### src/rtl/pack_256to512_ctrl.sv
// Sequencing controller for the 256-to-512-bit packing shift register.
// Latency: sr_enable/sr_state are combinational from the handshake (0 cycles); out_valid rises the cycle after the closing beat or flush.
// Backpressure: in_ready follows out_ready while a full word waits, so a drain and a refill can share one cycle.
//
// Ports:
//   clk, reset            clock, synchronous active-high reset
//   in_valid/in_last      upstream beat handshake, in_last closes a stream
//   in_ready              beat accepted when in_valid & in_ready
//   flush                 single-cycle pulse closing a half-filled word
//   sr_enable, sr_state   shift register control (1 = load high, else load low)
//   out_valid/out_ready   512-bit word handshake towards the write path
//   out_last, out_half    word closes a stream / only the lower half is meaningful
//   beat_count/word_count wrapping statistics since reset
module pack_256to512_ctrl #(
    parameter int CNT_W = 32
) (
    input  logic             clk,
    input  logic             reset,
    input  logic             in_valid,
    input  logic             in_last,
    output logic             in_ready,
    input  logic             flush,
    output logic             sr_enable,
    output logic [2:0]       sr_state,
    output logic             out_valid,
    input  logic             out_ready,
    output logic             out_last,
    output logic             out_half,
    output logic [CNT_W-1:0] beat_count,
    output logic [CNT_W-1:0] word_count
);

    localparam logic [1:0] ST_EMPTY = 2'd0;
    localparam logic [1:0] ST_HALF  = 2'd1;
    localparam logic [1:0] ST_FULL  = 2'd2;

    logic [1:0] state;
    logic [1:0] state_nxt;
    logic       last_nxt;
    logic       half_nxt;
    logic       accept;
    logic       drain;

    // In FULL a new beat may only land when the current word leaves at the
    // same edge: the load-low rewrites all 512 bits as downstream samples.
    assign in_ready  = (state == ST_FULL) ? out_ready : 1'b1;
    assign accept    = in_valid & in_ready;
    assign sr_enable = accept;
    assign sr_state  = (state == ST_HALF) ? 3'd1 : 3'd0;
    assign out_valid = (state == ST_FULL);
    assign drain     = out_valid & out_ready;

    always_comb begin
        state_nxt = state;
        last_nxt  = out_last;
        half_nxt  = out_half;
        case (state)
            ST_HALF: begin
                if (accept) begin
                    // A coincident flush is folded into this word.
                    state_nxt = ST_FULL;
                    last_nxt  = in_last | flush;
                    half_nxt  = 1'b0;
                end else if (flush) begin
                    // Upper half is already zero from the load-low, no enable needed.
                    state_nxt = ST_FULL;
                    last_nxt  = 1'b1;
                    half_nxt  = 1'b1;
                end
            end
            ST_FULL: begin
                if (out_ready) begin
                    if (accept && in_last) begin
                        state_nxt = ST_FULL;
                        last_nxt  = 1'b1;
                        half_nxt  = 1'b1;
                    end else if (accept) begin
                        state_nxt = ST_HALF;
                    end else begin
                        state_nxt = ST_EMPTY;
                    end
                end
            end
            default: begin
                // EMPTY (and any unreachable encoding): flush has nothing to close.
                if (accept && in_last) begin
                    state_nxt = ST_FULL;
                    last_nxt  = 1'b1;
                    half_nxt  = 1'b1;
                end else if (accept) begin
                    state_nxt = ST_HALF;
                end else begin
                    state_nxt = ST_EMPTY;
                end
            end
        endcase
    end

    always_ff @(posedge clk) begin
        if (reset) begin
            state      <= ST_EMPTY;
            out_last   <= 1'b0;
            out_half   <= 1'b0;
            beat_count <= '0;
            word_count <= '0;
        end else begin
            state    <= state_nxt;
            out_last <= last_nxt;
            out_half <= half_nxt;
            if (accept) begin
                beat_count <= beat_count + CNT_W'(1);
            end
            if (drain) begin
                word_count <= word_count + CNT_W'(1);
            end
        end
    end

endmodule

### config.mk
export PLATFORM = sky130hd
export DESIGN_NAME = pack_256to512_ctrl
export DESIGN_NICKNAME = d
export VERILOG_FILES = /design/src/rtl/pack_256to512_ctrl.sv
export SDC_FILE = /design/constraint.sdc
export NUM_CORES = 1
export LEC_CHECK = 0
export BUFFER_PORTS_ARGS = -buffer_cell sky130_fd_sc_hd__buf_2
export CAP_MARGIN = 20
export CORE_UTILIZATION = 40
export DETAILED_ROUTE_END_ITERATION = 7
export HOLD_SLACK_MARGIN = 0.12
export PLACE_DENSITY = 0.69
export SETUP_SLACK_MARGIN = 0.4
export SYNTH_ARGS = -nofsm -noshare
export SYNTH_HDL_FRONTEND = slang
export SYNTH_SLANG_ARGS = --single-unit
### constraint.sdc
create_clock -name clk -period 1.9 [get_ports clk]
set_clock_uncertainty 0.2 [all_clocks]
set_input_delay 0.095 -clock clk [delete_from_list [all_inputs] [get_ports clk]]
set_output_delay 0.095 -clock clk [all_outputs]
set_load 0.03 [all_outputs]
==> key figures <==
Status
  • Status: complete, but fails checks
  • Failing checks: hold timing, setup timing

Synth
  • Async set-or-reset flop fraction in the synthesized netlist: 0
  • Syn. warnings: 0
  • Netlist Area Pre-Place: 3160 µm²
  • Post-synth top area cell: dfxtp_1
  • Synth Flop Type: dfxtp_1
  • Avg Cell Area, Syn: about 8.6 µm²
  • Yosys reg bits: about 70
  • Post-synth EDFFs: 0
  • Synth top cells by count: dfxtp_1, nor2_1, xor2_1
  • Post-synthesis cell type count: 37
  • Yosys top cell area share: 0.431
  • Cell with the most instances after synthesis: dfxtp_1
  • Synth area leaders: dfxtp_1, xor2_1, nor2_1, xnor2_1, nand4_1
  • Synthesized instance count: 368
  • Sequential fraction of the synthesis area: 0.431

Detailed routing
  • First drt pass iteration count: 4
  • DRC: 0
  • Post-route ant nets: 0
  • Detailed Route WL: between 8000 and 9000 µm
  • WL per Instance: around 14 µm
  • Via count: between 3000 and 4000
  • 1st-iter DRT viols: 98
  • DR vias/cell: around 5.0

STA
  • RSZ-0062 raised after global routing: yes
  • Max Slew Vio Count: 0
  • Fmax: between 500 and 600 MHz
  • Fin crit share: 1.01
  • Post-route setup TNS: -59.3 ps
  • Final setup vio count: 5
  • Fin. Hold Viols: 14
  • Hold_ws: -48.8 ps
  • Final Critical Period: 1920 ps
  • Post-route setup slack: -23.0 ps

Place
  • Detail Placement HPWL: 5340 µm
  • PortBufs: between 70 and 80
  • RePlAce Congestion: roughly 0.8

Worst hold path
  • Hold crit path type: primary input to register

Setup path
  • Max incr delay on CP: approximately 570 ps
  • Worst Setup End Kind: register
  • Critical-path cell list: nand4_1 -> or4_4 -> buf_12 -> nor4_4 -> xnor2_1 -> nor2_1
  • Arr. time, crit path: ~1900 ps
  • R2R Setup Slk: -20 ps
  • Startpoint Class: register
  • Crit path kind: register to register
  • Critical Path Fanout Max: 8
  • Worst EP required: 1910 ps
  • Worst path slowest cell: or4_4

Global routing
  • Initial antenna violation count: 0
  • Pin count of the biggest net entering global routing: 27
  • Number of global-route vias before repair: ~2900
  • Total GRT Usage: 0.206
  • First-pass GRT wire length: 13800 µm
  • Total grt overflow: 0

CTS
  • TritonCTS clock tree: built
  • Clock buffer count from CTS: 9
  • Clock Sinks: 68
  • Clk Latency, worst-skew pair: between 300 and 400 ps
  • Root Driver: clkbuf_8
  • H-tree levels: 3
  • Clock transition at path regs: roughly 80 ps
  • Bufs on Longest Clock Path: 2
  • CTS Hold Bufs: 5

Power and ir drop
  • Power Total: around 2.9 mW
  • Leak: around 2.2 nW
  • Max VDD drop: between 0.3 and 0.4 mV
  • Pwr per Cell Area: 585 nW/µm²

Cells and area
  • Area growth syn-to-layout: 58.7%
  • Multi-input gate area: roughly 2100 µm²
  • Ratio of cells with drive above 1 in the final layout: 0.512
  • Final Net Count: 515
  • Fillers: roughly 660
  • ANT cells: 0
  • Storage element area: between 1000 and 1500 µm²

Die
  • Chip Height: roughly 91 µm
  • Area of the core: 7690 µm²
  • Die area: around 8300 µm²
  • Io pins: just under 80
  • Die Span X: approximately 90 µm
  • Row count: 32
  • Initial Util: 0.411

Flow run
  • Max-Cap Viols: 0
## repair_timing
item                       4_1_cts  5_1_grt
pin swaps                       48       48
buffers inserted                20       14
gates resized for setup         62       24
hold endpoints to repair        23       18
setup endpoints to repair       60       71
gates cloned                     2        0
## per-layer routing
layer,track usage,up-vias,part of all wire
met4,0.0556,0,0.0083
met3,0.0623,6,0.036
met5,0,-,0
li1,-,1541,-
met1,0.260,1434,0.46
met2,0.340,67,0.50
## flip-flops by register name, indices dropped and copies added (netlist names)
| name | cells |
|---|---|
| word_count | 32 |
| out_half | 1 |
| beat_count | 32 |
| state | 2 |
| out_last | 1 |
## kinds of logic after synthesis
group / share of synthesized area
simple gates: 0.326
flops: 0.431
xor+xnor: 0.147
buf+inv: 0.0400
compound gates: 0.0396
fa+ha+maj: 0.00792
mux: 0.00674
other cells: 0.00119
## critical path: cells and delay by family (launching register included)
family	cells	cell delay, ps
simple gates	4	890
xor+xnor	1	150
flops	1	380
buf+inv	1	180
## cells in the final DEF, fill, tap and decap left out, drive strengths merged, types with 2 or more instances in the layout
cell         synthesis  routed
a21oi               11      11
xnor2               23      23
nand3               18      18
buf                  6     141
conb                 1       2
clkinv               0       3
dfxtp               68      68
nand4               27      27
and4                 8       8
bufinv               0       2
inv                 10       9
and3                12      12
clkbuf              13      11
nor3                10      10
nand3b               2       2
nand2               19      19
dlygate4sd3          0       5
and2                 5       5
or3                 10      10
o21ai                9       9
nor2b                3       3
xor2                30      30
ha                   2       2
nor4                 5       5
nor2                67      67
## per-stage QoR
step | cell area [µm²] | setup slack (ps) | hold slack [ps] | std cells | utilization
global placement | 4150 | -36.8 | 251 | 557 | 0.539
floorplan | 3550 | -79.6 | 100 | 369 | -
detailed placement | 4150 | -72.2 | 242 | 557 | 0.539
global route | 5010 | -94.0 | -59.5 | 614 | 0.652
CTS | 4790 | -41.8 | -67.9 | 600 | 0.624
finish | 5010 | -23.0 | -48.8 | 614 | 0.652
## cell type report
| type | instances | share of cell area |
|---|---|---|
| multi-input combinational | 272 | 0.414 |
| clock buffer | 11 | 0.0262 |
| clock inverter | 5 | 0.0152 |
| timing repair buffer | 146 | 0.214 |
| sequential | 68 | 0.296 |
| tap | 102 | 0.0255 |
| inverter | 10 | 0.00849 |
## where the power goes
part	switching (mW)	leakage (nW)	internal (mW)
clock network	0.539	0.101	0.734
registers	0.0103	0.580	1.41
logic	0.131	1.52	0.111
total	0.681	2.20	2.25
## worst paths after layout
kind             startpoint        endpoint  depth (start not counted)
max reg2reg   beat_count[9]  beat_count[20]                          6
min                   reset  beat_count[21]                          2
min reg2reg  beat_count[31]  beat_count[31]                          2
max           beat_count[9]  beat_count[20]                          6
Note: power is estimated with default switching activity, not from simulation.
